===== config.mk =====
export PLATFORM = sky130hd
export DESIGN_NAME = regfile_bank
export DESIGN_NICKNAME = d
export VERILOG_FILES = /design/src/rtl/regfile_pkg.sv /design/src/rtl/regfile_read_port.sv /design/src/rtl/regfile_bank.sv
export SDC_FILE = /design/constraint.sdc
export NUM_CORES = 1
export LEC_CHECK = 0
export CAP_MARGIN = 10
export CORE_MARGIN = 1
export CORE_UTILIZATION = 40
export CTS_BUF_LIST = sky130_fd_sc_hd__clkbuf_4 sky130_fd_sc_hd__clkbuf_8 sky130_fd_sc_hd__clkbuf_16
export DETAILED_ROUTE_END_ITERATION = 8
export GPL_TIMING_DRIVEN = 0
export PLACE_DENSITY_LB_ADDON = 0.15
export SLEW_MARGIN = 20
export SYNTH_ARGS = -nofsm -noshare
export SYNTH_HDL_FRONTEND = slang
export SYNTH_SLANG_ARGS = --single-unit

===== constraint.sdc =====
create_clock -name clk -period 3.15 [get_ports clk]
set_input_delay 0.63 -clock clk [delete_from_list [all_inputs] [get_ports clk]]
set_output_delay 0.63 -clock clk [all_outputs]
set_load 0.01 [all_outputs]

===== src/rtl/regfile_pkg.sv =====
// Shared defaults for the register bank: word width, register count and address type.
// The same-cycle write-to-read bypass is enabled with the REGFILE_BYPASS_EN macro.
package regfile_pkg;

  localparam int unsigned DEFAULT_DATA_W   = 32;
  localparam int unsigned DEFAULT_NUM_REGS = 16;
  localparam int unsigned DEFAULT_ADDR_W   = $clog2(DEFAULT_NUM_REGS);

  typedef logic [DEFAULT_ADDR_W-1:0] addr_t;

endpackage


===== src/rtl/regfile_read_port.sv =====
// One registered read port: range check, optional write bypass, and output registers.
// With REGFILE_BYPASS_EN defined, a read colliding with a same-cycle write returns wr_data.
module regfile_read_port
  import regfile_pkg::*;
#(
  parameter int unsigned DATA_W   = DEFAULT_DATA_W,
  parameter int unsigned NUM_REGS = DEFAULT_NUM_REGS,
  parameter int unsigned ADDR_W   = $clog2(NUM_REGS)
) (
  input  logic              clk,
  input  logic              reset_n,
`ifdef REGFILE_BYPASS_EN
  // Write and lock strobes arrive already range-qualified from the bank.
  input  logic              wr_en,
  input  logic [ADDR_W-1:0] wr_addr,
  input  logic [DATA_W-1:0] wr_data,
  input  logic              lock_en,
  input  logic [ADDR_W-1:0] lock_addr,
`endif
  input  logic              rd_en,
  input  logic [ADDR_W-1:0] rd_addr,
  input  logic [DATA_W-1:0] regs [NUM_REGS],
  input  logic [NUM_REGS-1:0] pending,
  output logic [DATA_W-1:0] rd_data,
  output logic              rd_stall
);

  localparam logic [ADDR_W:0] NumRegsW = (ADDR_W + 1)'(NUM_REGS);

  logic              addr_ok;
  logic [DATA_W-1:0] data_d, data_q;
  logic              stall_d, stall_q;

  assign addr_ok = ({1'b0, rd_addr} < NumRegsW);

  // Select the word and pending bit for the addressed register; out-of-range reads give 0/0.
  always_comb begin
    data_d  = '0;
    stall_d = 1'b0;
    if (addr_ok) begin
      data_d  = regs[rd_addr];
      stall_d = pending[rd_addr];
`ifdef REGFILE_BYPASS_EN
      if (wr_en && (wr_addr == rd_addr)) begin
        data_d  = wr_data;
        // The write clears pending unless a lock to the same register lands too.
        stall_d = lock_en && (lock_addr == rd_addr);
      end
`endif
    end
  end

  // Output registers update only on an enabled read and hold otherwise.
  always_ff @(posedge clk or negedge reset_n) begin
    if (!reset_n) begin
      data_q  <= '0;
      stall_q <= 1'b0;
    end else if (rd_en) begin
      data_q  <= data_d;
      stall_q <= stall_d;
    end
  end

  assign rd_data  = data_q;
  assign rd_stall = stall_q;

endmodule


===== src/rtl/regfile_bank.sv =====
// General-purpose register bank: one write port, two registered read ports, and a
// per-register pending scoreboard for load-use stalls. Same-cycle write-to-read
// bypass is enabled with the REGFILE_BYPASS_EN macro.
module regfile_bank
  import regfile_pkg::*;
#(
  parameter int unsigned DATA_W   = DEFAULT_DATA_W,
  parameter int unsigned NUM_REGS = DEFAULT_NUM_REGS,
  parameter int unsigned ADDR_W   = $clog2(NUM_REGS)
) (
  input  logic                clk,
  input  logic                reset_n,
  input  logic                wr_en,
  input  logic [ADDR_W-1:0]   wr_addr,
  input  logic [DATA_W-1:0]   wr_data,
  input  logic                lock_en,
  input  logic [ADDR_W-1:0]   lock_addr,
  input  logic                rd_en_a,
  input  logic [ADDR_W-1:0]   rd_addr_a,
  output logic [DATA_W-1:0]   rd_data_a,
  output logic                rd_stall_a,
  input  logic                rd_en_b,
  input  logic [ADDR_W-1:0]   rd_addr_b,
  output logic [DATA_W-1:0]   rd_data_b,
  output logic                rd_stall_b,
  output logic [NUM_REGS-1:0] pending
);

  localparam logic [ADDR_W:0] NumRegsW = (ADDR_W + 1)'(NUM_REGS);

  logic [DATA_W-1:0]   regs_q [NUM_REGS];
  logic [NUM_REGS-1:0] pending_d, pending_q;
  logic                wr_ok, lock_ok;

  // Out-of-range writes and locks are dropped (only possible for non-power-of-2 sizes).
  assign wr_ok   = wr_en   && ({1'b0, wr_addr}   < NumRegsW);
  assign lock_ok = lock_en && ({1'b0, lock_addr} < NumRegsW);

  // Scoreboard next state: a write clears pending, a lock sets it; lock applied last wins.
  always_comb begin
    pending_d = pending_q;
    if (wr_ok) begin
      pending_d[wr_addr] = 1'b0;
    end
    if (lock_ok) begin
      pending_d[lock_addr] = 1'b1;
    end
  end

  // Storage array and scoreboard state.
  always_ff @(posedge clk or negedge reset_n) begin
    if (!reset_n) begin
      for (int i = 0; i < int'(NUM_REGS); i++) begin
        regs_q[i] <= '0;
      end
      pending_q <= '0;
    end else begin
      if (wr_ok) begin
        regs_q[wr_addr] <= wr_data;
      end
      pending_q <= pending_d;
    end
  end

  assign pending = pending_q;

  regfile_read_port #(
    .DATA_W   (DATA_W),
    .NUM_REGS (NUM_REGS),
    .ADDR_W   (ADDR_W)
  ) u_port_a (
    .clk       (clk),
    .reset_n   (reset_n),
`ifdef REGFILE_BYPASS_EN
    .wr_en     (wr_ok),
    .wr_addr   (wr_addr),
    .wr_data   (wr_data),
    .lock_en   (lock_ok),
    .lock_addr (lock_addr),
`endif
    .rd_en     (rd_en_a),
    .rd_addr   (rd_addr_a),
    .regs      (regs_q),
    .pending   (pending_q),
    .rd_data   (rd_data_a),
    .rd_stall  (rd_stall_a)
  );

  regfile_read_port #(
    .DATA_W   (DATA_W),
    .NUM_REGS (NUM_REGS),
    .ADDR_W   (ADDR_W)
  ) u_port_b (
    .clk       (clk),
    .reset_n   (reset_n),
`ifdef REGFILE_BYPASS_EN
    .wr_en     (wr_ok),
    .wr_addr   (wr_addr),
    .wr_data   (wr_data),
    .lock_en   (lock_ok),
    .lock_addr (lock_addr),
`endif
    .rd_en     (rd_en_b),
    .rd_addr   (rd_addr_b),
    .regs      (regs_q),
    .pending   (pending_q),
    .rd_data   (rd_data_b),
    .rd_stall  (rd_stall_b)
  );

endmodule


* After elaboration in Yosys (flattened, before gate mapping)
Index checks and enable logic that the tools add are counted.
** Storage, ports and cells
- Flip-flop bits (word level) :: 594
- Bits in latches :: 0
- RAM bits :: 0
- Bits in read-only memories :: 0
- Input port bits :: 54
- Output and inout bits :: 82
- Word-level logic and storage cells :: 59
- Memories :: 0
** Operators by class
- Add/subtract/negate cells :: 0
- Multiply operators :: 0
- Divide/modulo/power cells :: 0
- $lt $le $gt $ge :: 10
- Equality and inequality tests :: 0
- Shift operators :: 0
- Mux-type cells :: 19
- Bitwise logic cells :: 6
- Reduce and logical (&&, ||, !) cells :: 3
** Operators by type and width (number)
- $bwmux W512 :: 1
- $bmux W32 S4 :: 2
- $mux W32 :: 5
- $demux W32 S4 :: 1
- $mux W16 :: 2
- $lt A4 B5 Y1 const B :: 4
- $and A16 B16 Y16 :: 1
- $not A16 Y16 :: 1
- $or A16 B16 Y16 :: 1
- $ge A5 B5 Y1 const B :: 3
- $not A4 Y5 :: 3
- $bmux W1 S4 :: 2
- $demux W1 S4 :: 2
- $ge A4 B1 Y1 const B :: 2
- $lt A5 B1 Y1 const B :: 1
- $mux W1 :: 4
- $logic_and A1 B1 Y1 :: 3

* Logic depth before layout (Yosys ltp)
Gate-level depths: netlist of run 1.
- Depth after elaboration :: 9
- Depth in mapped cells :: 7
- Gate-level depth less buffers :: 3

* Cells and area by module
A second synthesis of run 1 with hierarchy kept.
** Unflattened totals
- Cell total of the unflattened synthesis :: 1894
- Area, all modules :: 30581.8 µm²
** Modules (own cells, without submodules)
- regfile_bank :: times used 1, cells an instance 1190, area an instance 20104.3 µm²
- regfile_read_port :: times used 2, cells an instance 352, area an instance 5238.8 µm²

* Least setup slack after synthesis of run 1
No wires, ideal clock.
- Kind :: input port to flip-flop
- Start point :: input port rd_addr_a[1]
- End point :: register u_port_a.data_q[2], in the netlist u_port_a.rd_data[2]
- Arrival time :: 1.821 ns
- Required time :: 3.004 ns
- Path slack :: 1.183 ns
- Stages on the path :: 5
- Buffers on the path :: 2
- Path through :: buf_4 -> buf_2 -> mux4_1 -> o22ai_1 -> a221oi_1
** On the way
- Cells in the longest elaborated chain, start to end :: 4
** Ends and longest elaborated chain
- from (decl) :: line regfile_bank.sv:19 : input logic [ADDR_W-1:0] rd_addr_a,
- $not A4 Y5 (implied by the code) :: line regfile_read_port.sv:41 : data_d = regs[rd_addr];
- $bmux W32 S4 :: line regfile_read_port.sv:41
- $mux W32 (implied by the code) (2 in a row) :: line regfile_read_port.sv:41
- to (signal assigned) :: line regfile_read_port.sv:59 : data_q <= data_d;
- to (decl) :: line regfile_read_port.sv:31 : logic [DATA_W-1:0] data_d, data_q;
Every way passes these cells. The select of a mux whose other input is x is not followed.
A chain may end at the register's enable or synchronous reset.

* Worst setup path in the final report of run 1
- Start point :: input port wr_addr[1]
- End point :: register regs_q[142] (netlist bit)
** On the way
- Cells in the longest elaborated chain, start to end :: 6
- Elaborated cells on any way between the ends :: 7
- Those cells by class :: 2 x order compare; 3 x mux; 1 x bitwise; 1 x reduce/logical
** Ends and longest elaborated chain
- from (decl) :: line regfile_bank.sv:14 : input logic [ADDR_W-1:0] wr_addr,
- $not A4 Y5 (implied by the code) * :: line regfile_bank.sv:59 : regs_q[wr_addr] <= wr_data;
- $ge A5 B5 Y1 (implied by the code) / $lt A5 B1 Y1 (equally long branches) :: line regfile_bank.sv:59
- $logic_and A1 B1 Y1 (implied by the code) :: line regfile_bank.sv:59
- $mux W32 (implied by the code) :: line regfile_bank.sv:59
- $demux W32 S4 * :: line regfile_bank.sv:59
- $bwmux W512 * :: line regfile_bank.sv:59
- to (signal, indexed assignment) :: line regfile_bank.sv:59
- to (decl) :: line regfile_bank.sv:31 : logic [DATA_W-1:0] regs_q [NUM_REGS];
Every way passes the cells marked *; elsewhere a longest branch is shown, timed or not.

==> flow_summary.yaml, run 1 <==
setup_path:
  r2r_start: "regs_q[421]$_DFFE_PN0P_"
  crit_type: "input port to register"
  cp.required_ps: 3640
  critPathLaunchType: "input port"
  cpPeakStageDelay_ps: 610
  crit_fanout: 10
  cp.arrival_ps: 3050
  regToRegEndpoint: "u_port_a.rd_data[5]$_DFFE_PN0P_"
  critical_path.endpoint: "regs_q[142]$_DFFE_PN0P_"
  ff2ff_path_depth: 3
  cp-startpoint: "wr_addr[1]"
  slowest_stage: "clkdlybuf4s50_1"
  r2r_slack_ps: 1550
  end_kind: "register"
  path_cells: "clkdlybuf4s50_1 > nand2_1 > nor2_1 > buf_2 > mux2_2"
grt:
  grt_pass1_wl_um: 140000
  grt_usage_pct: 24.9
  grt_overflow_total: 0
  antenna_found_initial: 1
  grt_pass1_vias: 20500
  grt_max_degree: 94
clock_network:
  numClockSinks: 594
  cts_max_level: 3
  clkSlewWorstSetupHoldPaths_ps: 60
  cts_made_buffers: 70
  ctsRootBufferMaster: "clkbuf_16"
  post_cts_buffers: 0
  cts.path.max_buffers: 3
  cts.hold.buffers_added: 1
  insertion_delay_ps: 620
  post_cts_resized: 0
  cts_tree: "built"
placement:
  dpl_cell_area_um2: 33200
  finalWeightedCongestion: 0.830
  hpwl_um: 65100
  io_buffers: 131
timing:
  worst_pin_slew_ps: 1060
  finalCritPeriodShare_pct: 81.3
  drv_slew: 0
  fin_crit_ps: 2560
  skew_ps: 27.9
  grt_setup_unrepaired: "no"
  setup_viol: 0
  holdWs_ps: 517
  timing.fmax_mhz: 390
  max-slew-margin-rel_pct: 29.2
  hold_viol: 0
logic_synthesis:
  ys_ff_latch: 594
  yosysWarningCount: 0
  yosysTopAreaCell: "dfrtp_1"
  yosys-top-cells-area: "dfrtp_1, mux4_2, mux2_2"
  synth-edff-count: 0
  syn_area_um2: 30500
  synth.most_common_cell: "dfrtp_1"
  yosysSeqAreaShare_pct: 48.7
  synth_nets: 1948
  synth_common_cells: "dfrtp_1, mux2_2, mux4_2, nor2_1"
  avgSynthCellArea_um2: 16.1
  ys_types: 42
  synthFlopType: "dfrtp_1"
  synthCells: 1894
  synth.top_cell.area_share_pct: 48.7
  async_flop_share_pct: 100
drt:
  vias_per_cell: 6.08
  vias: 19000
  drtPass1Iterations: 5
  drc_errors: 0
  postRouteAntennaNets: 0
  wire_per_inst_um: 30.2
  routed_wl_um: 94300
  first_iter_violations: 1451
floorplanning:
  row_count: 100
  die_h_um: 278
  die_area_um2: 77400
  core-area_um2: 74900
  die_width_um: 278
  initial_utilization_pct: 40.7
  pin_count: 136
pwr:
  leakagePower_nw: 15.0
  ir_drop_uv: 363
  p_per_area_nw_per_um2: 692
  finalPower_mw: 24.7
run_status:
  outcome: "finished, final reports clean"
finish:
  syn2layout_area_growth_pct: 16.8
  final_area_um2: 35600
  fill_cells: 6353
  drive_gt1_share_pct: 47.4
  nets: 2159
  antenna_cells: 0
run:
  drv_cap: 0
min_path:
  min-delay-path-class: "register to register"
-- routing by layer --
| layer | global-route usage (%) | vias to the layer above | routed length, µm |
|---|---|---|---|
| met5 | 0 | - | 0 |
| met4 | 8.70 | 0 | 3030 |
| met3 | 5.41 | 179 | 5840 |
| met2 | 40.1 | 613 | 45500 |
| met1 | 33.1 | 10400 | 39900 |
| li1 | - | 7841 | - |
-- flip-flops by register name, summed over array words and instances, names as in the netlist --
signal             flops
regs_q               512
u_port_a.rd_data      32
u_port_b.rd_data      32
pending               16
u_port_a.rd_stall      1
u_port_b.rd_stall      1
-- report_power, final --
group          switching [mW]  total (mW)  internal [mW]
Clock                    3.31        8.49           5.18
Sequential               1.31        10.7           9.40
Combinational            2.03        5.47           3.44
Total                    6.65        24.7           18.0
-- area by class of cell --
class                   count  area [µm²]  area share (%)
clock buffers             103        2090            5.85
clock inverters            21         314           0.881
plain buffers             190        1290            3.61
multi-input cells        1109       14300            40.3
inverters                   1        3.75          0.0105
repair buffers            139        1520            4.26
well taps                 969        1210            3.40
flip-flops and latches    594       14900            41.7
-- logic make-up (layout without fill, tap and decap cells) --
family / count (synthesis) / count (layout) / synth area share, %
flops: 594 / 594 / 48.7
compound gates: 154 / 154 / 3.69
simple gates: 113 / 113 / 1.74
buf+inv: 191 / 454 / 4.23
mux: 842 / 842 / 41.6
-- layout by cell type, fill, tap and decap left out, types with 9 or more instances in the layout --
| cell type | synthesis | layout |
|---|---|---|
| nor2_1 | 78 | 78 |
| o21ai_0 | 15 | 15 |
| clkbuf_4 | 3 | 24 |
| buf_6 | 22 | 22 |
| buf_4 | 40 | 40 |
| buf_2 | 58 | 58 |
| o22ai_1 | 66 | 66 |
| mux4_1 | 26 | 26 |
| clkinv_2 | 0 | 9 |
| mux2_2 | 454 | 454 |
| clkbuf_8 | 9 | 20 |
| mux2_4 | 58 | 58 |
| clkbuf_1 | 47 | 47 |
| nand2b_1 | 9 | 9 |
| dfrtp_1 | 594 | 594 |
| mux4_2 | 237 | 237 |
| clkbuf_16 | 0 | 71 |
| mux2i_1 | 66 | 66 |
| a221oi_1 | 66 | 66 |
| clkdlybuf4s50_1 | 0 | 130 |
-- critical path, delay by kind of cell --
family / cells / cell delay (ps)
muxes: 1 / 390
and+or+nand+nor: 2 / 830
buffers and inverters: 2 / 1170
-- metrics by stage --
step / worst slack, ps / TNS [ps] / utilization, % / cells
floorplan: 1180 / 0 / - / 1894
global placement: -25340 / - / 44.1 / 2994
detailed placement: -30.4 / -99.0 / 44.3 / 3001
CTS: 642 / 0 / 47.5 / 3126
global route: 537 / 0 / 47.5 / 3126
finish: 589 / 0 / 47.5 / 3126
-- worst min-delay path by stage --
stage	start	to	slack (ps)	cells past startpoint
floorplan	reset_n	pending[0]$_DFF_PN0_	330	0
global placement	regs_q[311]$_DFFE_PN0P_	regs_q[311]$_DFFE_PN0P_	500	1
detailed placement	regs_q[416]$_DFFE_PN0P_	regs_q[416]$_DFFE_PN0P_	500	1
CTS	regs_q[416]$_DFFE_PN0P_	regs_q[416]$_DFFE_PN0P_	520	1
global route	regs_q[103]$_DFFE_PN0P_	regs_q[103]$_DFFE_PN0P_	530	1
finish	regs_q[416]$_DFFE_PN0P_	regs_q[416]$_DFFE_PN0P_	520	1
No activity file was read; power rests on OpenSTA's default activity.
==> inputs of run 2 (changes only) <==
==> constraint.sdc (replaced) <==
create_clock -name clk -period 2.5 [get_ports clk]
set_input_delay 0.5 -clock clk [delete_from_list [all_inputs] [get_ports clk]]
set_output_delay 0.5 -clock clk [all_outputs]
set_load 0.01 [all_outputs]
==> results of run 2 <==
Same layout as run 1 (identical final DEF). Status: finished, final reports clean.
Among the figures that moved: setup slack after placement -30.4 ps -> -550 ps; setup slack after layout 589 ps -> 68.5 ps; hold slack 517 ps -> 415 ps; register-to-register setup slack 1550 ps -> 900 ps; total power 24.7 mW -> 31.1 mW; worst IR drop on VDD 363 µV -> 457 µV
==> inputs of run 3 (changes only) <==
==> constraint.sdc (replaced) <==
create_clock -name clk -period 2.2 [get_ports clk]
set_input_delay 0.44 -clock clk [delete_from_list [all_inputs] [get_ports clk]]
set_output_delay 0.44 -clock clk [all_outputs]
set_load 0.01 [all_outputs]
==> run 3 against run 2 <==
Net effect: the flow now finishes with violations (negative setup slack); non-clock buffer count grew 1; worst setup slack got worse by 160 ps; final area grew 0.19%; first-iteration DRC count shrank 0.96%; clock skew fell by 4.0 ps; via count stayed put; routed wire length grew 0.21%; total power is 14% higher; largest cell class unchanged.
==> flow_summary.yaml, run 3 (synthesis gave the netlist of run 1 again) <==
finish:
  mostFrequentLayoutCells: "dfrtp_1, mux2_2, mux4_2, clkdlybuf4s50_1, nor2_1"
  final_area_um2: 35700
  final_cells: 3127
  post-route-util_pct: 47.6
  largest_register_ffs: 512
  fill_cells: 6350
  antenna_cells: 0
  regMostFlops: "regs_q"
  final_common_cell: "dfrtp_1"
  syn2layout_area_growth_pct: 17.0
  nets: 2160
  drive_gt1_share_pct: 48.1
floorplanning:
  die_width_um: 278
  row_count: 100
  die_area_um2: 77400
  initial_utilization_pct: 40.7
  die_h_um: 278
  pin_count: 136
  core-area_um2: 74900
drt:
  drtPass1Iterations: 5
  wire_per_inst_um: 30.2
  vias: 19000
  vias_per_cell: 6.08
  postRouteAntennaNets: 0
  drc_errors: 0
  first_iter_violations: 1437
  routed_wl_um: 94500
run_status:
  outcome: "finished with violations"
  violations: "negative setup slack"
min_path:
  min-delay-path-class: "input port to asynchronous set/reset pin"
pwr:
  p_int_mw: 25.8
  combinationalPowerShare_pct: 22.2
  finalPower_mw: 35.3
  p_sw_mw: 9.53
  leakagePower_nw: 15.1
  p_sw_share_pct: 27.0
  p_seq_share_pct: 43.4
  pwr-share-clk_pct: 34.4
  ir_drop_uv: 518
  p_per_area_nw_per_um2: 990
grt:
  grt_overflow_total: 0
  grt_pass1_vias: 20500
  grt_usage_pct: 24.9
  grt_pass1_wl_um: 140000
  grt_max_degree: 94
  antenna_found_initial: 0
clock_network:
  cts_tree: "built"
  insertion_delay_ps: 620
  post_cts_buffers: 0
  ctsRootBufferMaster: "clkbuf_16"
  numClockSinks: 594
  clkSlewWorstSetupHoldPaths_ps: 60
  cts_made_buffers: 70
  cts_max_level: 3
  cts.path.max_buffers: 3
setup_path:
  cp.arrival_ps: 2770
  r2r_slack_ps: 580
  path_delay_family: "buffers and inverters"
  cp.required_ps: 2690
  end_kind: "register"
  ff2ff_path_depth: 3
  cpPeakStageDelay_ps: 600
  crit_fanout: 10
  regToRegEndpoint: "u_port_a.rd_data[5]$_DFFE_PN0P_"
  cp_num_buf_inv: 2
  critPathLaunchType: "input port"
  crit_type: "input port to register"
  r2r_start: "regs_q[421]$_DFFE_PN0P_"
  slowest_stage: "clkdlybuf4s50_1"
  path_cells: "clkdlybuf4s50_1 > nand3_1 > nor2_1 > buf_4 > mux2_2"
timing:
  fin_crit_ps: 2290
  timing.fmax_mhz: 437
  max-slew-margin-rel_pct: 32.2
  finalCritPeriodShare_pct: 104
  tns_ps: -4440
  hold_viol: 0
  grt_setup_unrepaired: "yes"
  drv_slew: 0
  worst_pin_slew_ps: 1020
  skew_ps: 23.9
  fin_ws_ps: -87.0
  holdWs_ps: 318
  setup_viol: 98
placement:
  dpl_cell_area_um2: 33200
  place_ws_ps: -790
  dp.cells: 3001
  io_buffers: 131
  hpwl_um: 65100
  finalWeightedCongestion: 0.830
run:
  drv_cap: 0
[run 3: power groups by stage]
stage               registers [mW]  logic [mW]  clock network [mW]
floorplan                     14.9        5.47                   0
global placement              15.3        7.62                   0
detailed placement            15.4        7.88                   0
CTS                           15.3        7.91                12.4
global route                  15.6        8.36                12.8
finish                        15.3        7.85                12.2
[run 3: per-layer routing]
layer | vias to the layer above | GRT usage, % | part of all wire, %
met3 | 176 | 5.31 | 6.0
met4 | 0 | 8.73 | 3.1
met2 | 557 | 40.1 | 48
li1 | 7863 | - | -
met1 | 10400 | 33.2 | 43
met5 | - | 0 | 0
[run 3: worst max path at each step]
stage	slack, ps	endpoint	from	cells after the start
6_report	-90	regs_q[87]$_DFFE_PN0P_	wr_en	5
2_1_floorplan	420	u_port_a.rd_data[3]$_DFFE_PN0P_	rd_addr_a[1]	5
5_1_grt	-150	regs_q[12]$_DFFE_PN0P_	wr_en	5
3_3_place_gp	-26100	u_port_a.rd_data[4]$_DFFE_PN0P_	reset_n	1
3_5_place_dp	-790	u_port_a.rd_data[10]$_DFFE_PN0P_	rd_en_a	4
4_1_cts	-60	regs_q[12]$_DFFE_PN0P_	wr_en	5
[run 3: timing repair]
item,4_1_cts,5_1_grt
endpoints found under the hold margin,60,0
gates resized for setup,7,24
hold buffers,1,0
gates cloned,0,1
endpoints found under the setup margin,119,400
[run 3: layout make-up]
type	count	area, µm²	area share, %
Multi-Input combinational cell	1109	14400	40.2
Timing Repair Buffer	140	1550	4.34
Clock inverter	21	314	0.880
Buffer	190	1310	3.67
Sequential cell	594	14900	41.6
Inverter	1	3.75	0.0105
Tap cell	969	1210	3.40
Clock buffer	103	2090	5.84
[run 3: worst reg2reg max path, stage by stage, from the launching register on]
cell	delay, ps
dfrtp_1	390
mux4_1	520
o22ai_1	390
a221oi_1	140
